### config.mk
export PLATFORM = sky130hd
export DESIGN_NAME = fix_initiator_engine
export DESIGN_NICKNAME = d
export VERILOG_FILES = /design/src/rtl/fix_initiator_engine.sv
export SDC_FILE = /design/constraint.sdc
export NUM_CORES = 1
export LEC_CHECK = 0
export CORE_AREA = 10 10 229 231
export CTS_CLUSTER_SIZE = 14
export DETAILED_ROUTE_END_ITERATION = 12
export DIE_AREA = 0 0 239 241
export SLEW_MARGIN = 20
export SYNTH_ARGS = -nofsm -noshare
export SYNTH_HDL_FRONTEND = slang
export SYNTH_SLANG_ARGS = --single-unit
### constraint.sdc
create_clock -name clk -period 8.02 [get_ports clk]
set_input_delay 1.604 -clock clk [delete_from_list [all_inputs] [get_ports clk]]
set_output_delay 1.604 -clock clk [all_outputs]
set_load 0.01 [all_outputs]
### src/rtl/fix_initiator_engine.sv
// Byte-serial FIX session front-end: latches session config, opens a session on start,
// forwards inbound bytes with a one-cycle valid pulse, and closes on heartbeat inactivity.
module fix_initiator_engine #(
   parameter int         HB_SHIFT = 4,
   parameter logic [7:0] EOM_BYTE = 8'h3B
) (
   input  logic         clk,
   input  logic         reset,
   input  logic         enable,
   input  logic         start,
   input  logic         configure,
   input  logic [7:0]   din,
   input  logic [1:0]   connectType,
   input  logic [7:0]   reconnectInt,
   input  logic [15:0]  starttime,
   input  logic [15:0]  endtime,
   input  logic [5:0]   beginstring,
   input  logic [5:0]   defaultApplVerId,
   input  logic [255:0] senderCompId,
   input  logic [255:0] targetCompId,
   input  logic [15:0]  hostAddr,
   input  logic [7:0]   heartBeatInt,
   output logic [7:0]   dout,
   output logic         valid
);

   localparam int WDW = 8 + HB_SHIFT;

   typedef enum logic [1:0] {UNCONFIG, CONFIGURED, SESSION} state_t;

   state_t         state;
   logic [1:0]     cfg_ct;
   logic [7:0]     cfg_reconnect;
   logic [15:0]    cfg_start;
   logic [15:0]    cfg_end;
   logic [5:0]     cfg_begin;
   logic [5:0]     cfg_appl;
   logic [255:0]   cfg_sender;
   logic [255:0]   cfg_target;
   logic [15:0]    cfg_host;
   logic [7:0]     cfg_hb;
   logic [WDW-1:0] wd;
   logic           eom;

   logic [WDW-1:0] timeout;
   logic [WDW-1:0] wd_inc;
   logic           ct_ok;

   assign timeout = WDW'(cfg_hb) << HB_SHIFT;
   assign wd_inc  = (wd == '1) ? wd : wd + WDW'(1);
   assign ct_ok   = (cfg_ct == 2'b01) || (cfg_ct == 2'b10);

   // Stored-only configuration has no consumer inside this block.
   logic unused_cfg;
   assign unused_cfg = ^{cfg_reconnect, cfg_start, cfg_end, cfg_begin, cfg_appl,
                         cfg_sender, cfg_target, cfg_host, eom};

   always_ff @(posedge clk or negedge reset) begin
      if (!reset) begin
         state         <= UNCONFIG;
         dout          <= 8'h00;
         valid         <= 1'b0;
         cfg_ct        <= '0;
         cfg_reconnect <= '0;
         cfg_start     <= '0;
         cfg_end       <= '0;
         cfg_begin     <= '0;
         cfg_appl      <= '0;
         cfg_sender    <= '0;
         cfg_target    <= '0;
         cfg_host      <= '0;
         cfg_hb        <= '0;
         wd            <= '0;
         eom           <= 1'b0;
      end else begin
         valid <= 1'b0;
         dout  <= 8'h00;
         if (configure) begin
            // Configure wins over start and enable; any same-cycle byte is dropped.
            cfg_ct        <= connectType;
            cfg_reconnect <= reconnectInt;
            cfg_start     <= starttime;
            cfg_end       <= endtime;
            cfg_begin     <= beginstring;
            cfg_appl      <= defaultApplVerId;
            cfg_sender    <= senderCompId;
            cfg_target    <= targetCompId;
            cfg_host      <= hostAddr;
            cfg_hb        <= heartBeatInt;
            wd            <= '0;
            state         <= CONFIGURED;
         end else begin
            case (state)
               UNCONFIG: ;
               CONFIGURED: begin
                  if (start && ct_ok) begin
                     state <= SESSION;
                     wd    <= '0;
                  end
               end
               SESSION: begin
                  if (enable) begin
                     dout  <= din;
                     valid <= 1'b1;
                     wd    <= '0;
                     eom   <= (din == EOM_BYTE);
                  end else begin
                     wd <= wd_inc;
                     if ((cfg_hb != 8'h00) && (wd_inc >= timeout))
                        state <= CONFIGURED;
                  end
               end
               default: state <= UNCONFIG;
            endcase
         end
      end
   end

endmodule

==> results of run 1 <==
## routing by layer
layer | GRT usage [%] | vias up
met4 | 0.752 | 0
met2 | 2.55 | 46
met1 | 2.48 | 680
met3 | 1.04 | 7
li1 | - | 723
met5 | 0 | -
## worst paths after layout
kind / startpoint / slack (ps) / cells past startpoint / end
worst max-delay path: wd[0] / 4870 / 11 / state[0]
worst min-delay path: cfg_ct[1] / 540 / 1 / cfg_ct[1]
worst max register to register: wd[0] / 4870 / 11 / state[0]
worst min register to register: cfg_ct[1] / 540 / 1 / cfg_ct[1]
max in group asynchronous: reset / 5960 / 2 / cfg_hb[3]
min in group asynchronous: reset / 1730 / 2 / dout[0]
## synthesized netlist by cell type, types with 2 or more instances
cell type | count | area (um^2)
nand4_1 | 4 | 25.0
a21oi_1 | 10 | 50.1
o31ai_1 | 3 | 22.5
dfrtp_1 | 33 | 826
o21ai_0 | 21 | 105
and4_4 | 2 | 22.5
and3_2 | 2 | 15.0
a22o_1 | 3 | 26.3
xnor2_1 | 5 | 43.8
and2_1 | 8 | 50.1
nor2_1 | 6 | 22.5
nand3_1 | 5 | 25.0
clkbuf_1 | 4 | 15.0
mux2_2 | 3 | 33.8
a31oi_1 | 4 | 25.0
nor4_1 | 3 | 18.8
buf_2 | 3 | 15.0
nand2_1 | 19 | 71.3
inv_1 | 10 | 37.5
nor2b_1 | 3 | 18.8
xor2_1 | 4 | 35.0
ha_1 | 9 | 113
## flip-flops by register name, summed over array words and instances, names as in the netlist
signal,cells
wd,12
cfg_hb,8
dout,8
cfg_ct,2
state,2
valid,1
## power breakdown
group,leakage (nW),internal [mW],switching [mW]
logic,0.508,0.0200,0.0206
registers,0.437,0.173,0.00378
clock network,0.0800,0.147,0.0799
total,1.03,0.340,0.104
## critical path, stage by stage (launching register included)
cell,delay [ps]
dfrtp_1,440
ha_1,280
nand3_1,240
o311ai_2,550
nor2_1,130
xor2_1,170
ha_1,300
nand2_1,100
o21bai_1,110
a21oi_1,80
a211o_1,330
a221o_1,310
## layout make-up
class                           instances  area (um^2)  area share [%]
Tap cell                              615          769            25.4
Timing Repair Buffer                   33          325            10.7
Clock inverter                          3         46.3            1.53
Sequential cell                        33          826            27.3
Multi-Input combinational cell        134          901            29.7
Clock buffer                            5          125            4.13
Inverter                               10         37.5            1.24
## per-stage QoR
step | util, % | hold slack, ps
6_report | 6.37 | 537
4_1_cts | 6.37 | 543
3_3_place_gp | 6.00 | 525
3_5_place_dp | 6.01 | 528
5_1_grt | 6.37 | 574
2_1_floorplan | - | 499
## cell families (layout without fill, tap and decap cells)
family	Yosys count	in the layout	share of synthesized area [%]
AOI/OAI and AO/OA	50	50	17.1
xor gates and xnor gates	9	9	4.39
adders and majority gates	9	9	6.27
buffers and inverters	18	51	4.18
DFF	33	33	46.0
muxes	4	4	2.51
and+or+nand+nor	62	62	19.6
==> impl_metrics.csv, run 1 <==
group,metric,value,unit
run_status,status,"finished clean",
worst_setup_path,setup.worst_path.end_class,"register",
global_route,grt_pass1_vias,1466,
clocking,cts_tree,"yes",
drt,via_per_inst,1.75,
placed_design,port-buffer-count,31,
global_route,grt_pass1_wl,8350,um
yosys,synth_edf_count,0,
clocking,htreeDepth,2,
timing,hold_viol_final,0,
power_and_ir_drop,p_leak,1.03,nW
layout,mostFrequentLayoutCell,"dfrtp_1",
worst_setup_path,crit_type,"reg -> reg",
drt,vias,1456,
worst_setup_path,worst-endpoint-required,8190,ps
timing,layout_min_cycle_time,3150,ps
power_and_ir_drop,powerDensity,147,mW/mm^2
yosys,ys_seq_area_share,46.0,%
clocking,clock-sinks,33,
power_and_ir_drop,peakVddDrop,0.0661,mV
timing,skew,3.90,ps
layout,layout.nets,829,
placed_design,post_dp_cell_area,0.00286,mm^2
timing,fin_tns_setup,0,ps
drt,drtIter0Drc,83,
run,maxCapViolations,0,
timing,final-max-slew-violation-count,0,
die,io_pins,612,
timing,worst_pin_slew,744,ps
drt,wl_met3,537,um
timing,timing.final.ws_setup,4870,ps
clocking,post_cts_buffers,0,
placed_design,dp_slack,4690,ps
worst_setup_path,path_max_fanout,6,
clocking,clock_latency,290,ps
worst_setup_path,worstPathArrival,3320,ps
clocking,holdBufCountCts,0,
placed_design,dp.final_hpwl,4110,um
global_route,grt_overflow,0,
yosys,synth_seq_cells,33,
drt,routed_wl,5180,um
placed_design,gp_congestion,0.696,
layout,final_area,0.00303,mm^2
yosys,synthCells,185,
clocking,clock_path_buffers,2,
yosys,syn-num-nets,797,
drt,firstDrtPassIters,4,
global_route,grt_max_degree,34,
drt,top_layer_used,"met4",
die,die_area,0.0576,mm^2
timing,rsz0062_at_grt,"no",
clocking,clkTransAtPathRegs,60,ps
layout,final_cell_mix,"33 x dfrtp_1, 31 x clkdlybuf4s50_1, 21 x o21ai_0, 19 x nand2_1",
timing,fmax,0.318,GHz
yosys,synthArstFlopShare,100,%
die,core_area,0.0475,mm^2
yosys,syn_area_per_cell,9.71,um^2
yosys,syn_area,0.00180,mm^2
drt,met2_length,2110,um
drt,drt-met1-wl,2460,um
clocking,cts.repair.resized,0,
die,start_util,3.78,%
clocking,numCtsBuffers,5,
min_path,hp-class,"reg -> reg",
worst_setup_path,start_kind,"register",
layout,fill_cells,5538,
drt,wl_per_cell,6.22,um
die,die_height,241,um
global_route,grt_use_total,1.91,%
drt,drc,0,
yosys,synthFlopType,"dfrtp_1",
layout,antenna_cells,0,
layout,final_layout_size_suffix_gt1_share,9.17,%
clocking,cts-root-buf,"clkbuf_16",
timing,relSlewSlack,50.1,%
yosys,yosysUniqueCellTypes,43,
die,rows,80,
die,die_x,239,um
layout,syn2layout_area_growth,68.7,%
yosys,yosysWarnings,0,
power_and_ir_drop,power,0.444,mW
timing,period_share,39.2,%
global_route,antenna_found_initial,0,
layout,instances_no_fill,833,
timing,setup_viol,0,
drt,ant_nets,0,
placed_design,dp_cells,825,
Note: power is estimated with default switching activity, not from simulation.
==> inputs of run 2 (changes only) <==
CORE_AREA = 10 10 233 235   (was 10 10 229 231)
DIE_AREA = 0 0 243 245   (was 0 0 239 241)
clock period = 2.7 ns   (was 8.02 ns; I/O delays follow)
==> run 2 against run 1 <==
  * Sequential cell count is the same
  * Clock power increased to 3.4 times the previous value
  * Wire length rose by 15%
  * Via count is 6.5% higher
  * First-iteration DRC count increased by 1.2%
  * Sequential power increased to 3.0 times the previous value
  * Combinational power grew to 3.0 times the previous value
  * Die area up 3.4%
  * Fmax up 21%
  * Clock skew up 0.79 ps
  * Worst hold slack worse by 200 ps
  * Largest power group unchanged
==> impl_metrics.csv, run 2 (synthesized netlist as in run 1, its figures left out) <==
group,metric,value,unit
drt,ant_nets,0,
global_route,antenna_found_initial,1,
clocking,clock_path_buffers,2,
global_route,grt_overflow,0,
layout,final_layout_size_suffix_gt1_share,19.6,%
timing,fmax,0.385,GHz
clocking,htreeDepth,2,
layout,multi_input_area,933,um^2
global_route,grt_pass1_wl,9030,um
global_route,grt_max_degree,34,
power_and_ir_drop,powerDensity,426,mW/mm^2
layout,mostFrequentLayoutCell,"dfrtp_1",
layout,syn2layout_area_growth,84.4,%
power_and_ir_drop,p_leak,1.15,nW
placed_design,dp.final_hpwl,4610,um
clocking,cts_tree,"yes",
layout,final_cell_mix,"33 x dfrtp_1, 30 x clkdlybuf4s50_1, 24 x buf_4, 21 x o21ai_0, 19 x nand2_1",
clocking,clkTransAtPathRegs,60,ps
worst_setup_path,worstPathArrival,2760,ps
die,die_height,245,um
timing,layout_min_cycle_time,2600,ps
clocking,clock-sinks,33,
timing,period_share,96.1,%
die,rows,82,
clocking,numCtsBuffers,5,
timing,hold_viol_final,0,
timing,relSlewSlack,47.0,%
worst_setup_path,setup.worst_path.end_class,"register",
worst_setup_path,crit_type,"reg -> reg",
placed_design,port-buffer-count,31,
layout,layout.nets,851,
global_route,grt_pass1_vias,1637,
drt,wl_per_cell,6.52,um
drt,via_per_inst,1.70,
drt,vias,1550,
clocking,clock_latency,280,ps
timing,fin_tns_setup,0,ps
layout,antenna_cells,0,
min_path,hp-class,"in -> async",
run,maxCapViolations,0,
clocking,holdBufCountCts,0,
timing,setup_viol,0,
die,die_x,243,um
layout,top_register,"wd",
worst_setup_path,start_kind,"register",
layout,ff_latch_area,826,um^2
layout,reg_top3,"wd x12, cfg_hb x8, dout x8",
layout,instances_no_fill,912,
placed_design,dp_cells,900,
worst_setup_path,rrSetupSlack,100,ps
layout,final_area,0.00331,mm^2
layout,fill_cells,5868,
drt,drtIter0Drc,84,
die,start_util,3.62,%
drt,routed_wl,5940,um
run_status,status,"finished clean",
placed_design,post_dp_cell_area,0.00306,mm^2
global_route,grt_use_total,1.99,%
timing,final-max-slew-violation-count,0,
power_and_ir_drop,peakVddDrop,0.204,mV
timing,skew,4.69,ps
die,die_area,0.0595,mm^2
placed_design,gp_congestion,0.721,
clocking,cts-root-buf,"clkbuf_16",
drt,drc,0,
timing,worst_pin_slew,795,ps
die,io_pins,612,
drt,firstDrtPassIters,4,
die,core_area,0.0497,mm^2
worst_setup_path,path_max_fanout,3,
worst_setup_path,worst-endpoint-required,2860,ps
layout,largest_reg_flops,12,
run 2: layer usage:
layer  vias up  wire (um)  global-route usage, %  part of all wire (%)
li1        765          -                      -                     -
met1       727       3040                   2.69                    51
met2        52       2410                   2.78                    41
met3         4        453                  0.988                   7.6
met4         2         25                  0.386                  0.42
met5         -         11                      0                  0.19
run 2: final cells by class:
class,instances,share of cell area [%]
Timing Repair Buffer,55,14.7
Clock buffer,5,3.78
Multi-Input combinational cell,134,28.2
Inverter,10,1.13
Tap cell,672,25.4
Clock inverter,3,1.96
Sequential cell,33,24.9
run 2: final timing paths:
| check | from | endpoint | cells past startpoint |
|---|---|---|---|
| max reg2reg | wd[1] | state[0] | 10 |
| min in group clk | cfg_ct[0] | cfg_ct[0] | 1 |
| min reg2reg | cfg_ct[0] | cfg_ct[0] | 1 |
| max in group asynchronous | reset | dout[7] | 1 |
| min | reset | cfg_hb[4] | 1 |
| max | wd[1] | state[0] | 10 |
run 2: report_power, final:
group | total, mW | leakage (nW) | internal, mW | switching, mW
sequential | 0.524 | 0.437 | 0.513 | 0.0114
clock | 0.764 | 0.0938 | 0.528 | 0.237
combinational | 0.123 | 0.620 | 0.0600 | 0.0634
run 2: worst max-delay path, cell delays in order (launching register included):
cell and delay, ps:
dfrtp_1 400, buf_4 140, and4_1 170, and3_2 210
nand3_1 120, mux2_4 320, ha_4 220, a21oi_1 140
o21ai_0 120, a211o_1 320, a221o_1 310
run 2: what timing repair did:
action / CTS / global route
hold endpoints to repair: 0 / 0
setup buffers: 0 / 4
gates resized for setup: 0 / 7
endpoints found under the setup margin: 0 / 2
run 2: stage by stage:
stage          utilization (%)  setup WS, ps  hold slack (ps)  power, mW
6_report                  6.67           105              342       1.41
5_1_grt                   6.67         -48.2              423       1.48
4_1_cts                   6.54         0.483              380       1.44
3_5_place_dp              6.15          31.8              524      0.658
3_3_place_gp              6.15          14.1              513      0.655
2_1_floorplan                -          5.29              244      0.587
==> inputs of run 3 (changes only) <==
CTS_CLUSTER_DIAMETER = 200   (was default)
RECOVER_POWER = 50   (was default)
SLEW_MARGIN = default   (was 20)
==> run 3 against run 2 <==
  * The flow now finishes with violations (capacitance limit, slew limit)
  * Sequential power hardly changed
  * Utilization is essentially flat
  * Count of clock-buffer cells in the layout unchanged
  * Worst hold slack gained 190 ps
  * First-iteration DRC count unchanged
==> impl_metrics.csv, run 3 (synthesized netlist as in run 1, its figures left out) <==
group,metric,value,unit
drt,drtIter0Drc,84,
clocking,clkTransAtPathRegs,60,ps
clocking,clock_path_buffers,2,
drt,vias,1558,
layout,antenna_cells,0,
timing,hold_viol_final,0,
timing,timing.final.ws_setup,104,ps
placed_design,dp.final_hpwl,4610,um
timing,skew,4.66,ps
timing,relSlewSlack,-27.2,%
placed_design,gp_congestion,0.721,
timing,period_share,96.2,%
timing,setup_viol,0,
layout,instances_no_fill,912,
layout,syn2layout_area_growth,84.1,%
die,die_area,0.0595,mm^2
run_status,violations,"capacitance limit, slew limit",
die,core_area,0.0497,mm^2
layout,largest_reg_flops,12,
global_route,grt_pass1_wl,9030,um
drt,routed_wl,5950,um
layout,top_register,"wd",
min_path,hp-class,"reg -> reg",
timing,worst_pin_slew,1910,ps
power_and_ir_drop,peakVddDrop,0.204,mV
drt,wl_per_cell,6.52,um
placed_design,port-buffer-count,31,
clocking,clock_latency,280,ps
clocking,cts-root-buf,"clkbuf_16",
placed_design,dp_cells,900,
clocking,cts_tree,"yes",
die,io_pins,612,
timing,fmax,0.385,GHz
run_status,status,"complete, but fails checks",
global_route,grt_pass1_vias,1637,
clocking,holdBufCountCts,0,
power_and_ir_drop,power,1.41,mW
worst_setup_path,critPathBufInv,1,
worst_setup_path,crit_type,"reg -> reg",
drt,drc,0,
worst_setup_path,start_kind,"register",
layout,final_cell_mix,"33 x dfrtp_1, 29 x clkdlybuf4s50_1, 23 x buf_4, 21 x o21ai_0, 19 x nand2_1",
clocking,clock-sinks,33,
drt,firstDrtPassIters,5,
layout,mostFrequentLayoutCell,"dfrtp_1",
global_route,grt_use_total,1.99,%
worst_setup_path,worst-endpoint-required,2860,ps
worst_setup_path,path_cells,"buf_4 > and4_1 > and3_2 > nand3_1 > mux2_4 > ha_4 > a21oi_1 > o21ai_0 > a211o_1 > a221o_1",
worst_setup_path,slowest_stage,"dfrtp_1",
drt,via_per_inst,1.71,
global_route,antenna_found_initial,1,
layout,layout.nets,851,
global_route,grtUsageMet3,0.988,%
power_and_ir_drop,p_leak,1.15,nW
layout,final_layout_size_suffix_gt1_share,18.8,%
global_route,grt_overflow,0,
worst_setup_path,path_max_fanout,3,
run,maxCapViolations,1,
layout,reg_top3,"wd x12, cfg_hb x8, dout x8",
worst_setup_path,worstPathArrival,2760,ps
placed_design,dp_slack,31.8,ps
global_route,use_met2,2.78,%
die,die_height,245,um
die,die_x,243,um
clocking,numCtsBuffers,5,
die,start_util,3.62,%
power_and_ir_drop,powerDensity,427,mW/mm^2
global_route,grt_max_degree,34,
die,rows,82,
timing,layout_min_cycle_time,2600,ps
global_route,busiest_layer,"met2",
worst_setup_path,setup.worst_path.end_class,"register",
global_route,use_met1,2.69,%
clocking,htreeDepth,2,
drt,ant_nets,0,
timing,final-max-slew-violation-count,34,
worst_setup_path,max_stage_delay,400,ps
worst_setup_path,crit_family,"compound AO/OA/AOI/OAI gates",
-- run 3: cell count changes in the layout (fill, tap and decap cells not counted), sizes merged --
cell,change
clkbuf,+2
dlygate4sd3,+1
clkdlybuf4s50,-1
buf,-2
-- run 3: path summary, 6_finish.rpt --
path	from	end	slack, ps	cells after the start
min reg2reg	cfg_ct[0]	cfg_ct[0]	530	1
max reg2reg	wd[1]	state[0]	100	10
min in group asynchronous	reset	cfg_hb[4]	780	1
min	cfg_ct[0]	cfg_ct[0]	530	1
max	wd[1]	state[0]	100	10
max in group asynchronous	reset	dout[7]	810	1
-- run 3: metal layers --
layer	up-vias	wire, um
met4	2	25
met5	-	11
met1	732	3030
met2	54	2410
li1	766	-
met3	4	470
-- run 3: through the flow --
step / hold slack [ps] / utilization, % / setup TNS [ps] / cell area, um^2
3_3_place_gp: 513 / 6.15 / 0 / 3060
3_5_place_dp: 524 / 6.15 / 0 / 3060
5_1_grt: 553 / 6.66 / -48.6 / 3310
4_1_cts: 380 / 6.54 / 0 / 3250
2_1_floorplan: 244 / - / 0 / 1800
6_report: 532 / 6.66 / 0 / 3310
-- run 3: layout make-up --
type	instances	area, um^2
fillers	5871	46300
multi-input cells	134	933
well taps	672	841
flip-flops and latches	33	826
repair buffers	55	480
clock buffers	5	125
clock inverters	3	65.1
inverters	10	37.5
-- run 3: repair_timing --
action,4_1_cts,5_1_grt
setup endpoints to repair,0,2
endpoints found under the hold margin,0,0
setup buffers,0,4
gates resized for setup,0,7
-- run 3: power by group --
part | total (mW) | switching, mW | internal, mW
registers | 0.524 | 0.0114 | 0.513
clock network | 0.764 | 0.237 | 0.528
logic | 0.122 | 0.0633 | 0.0589
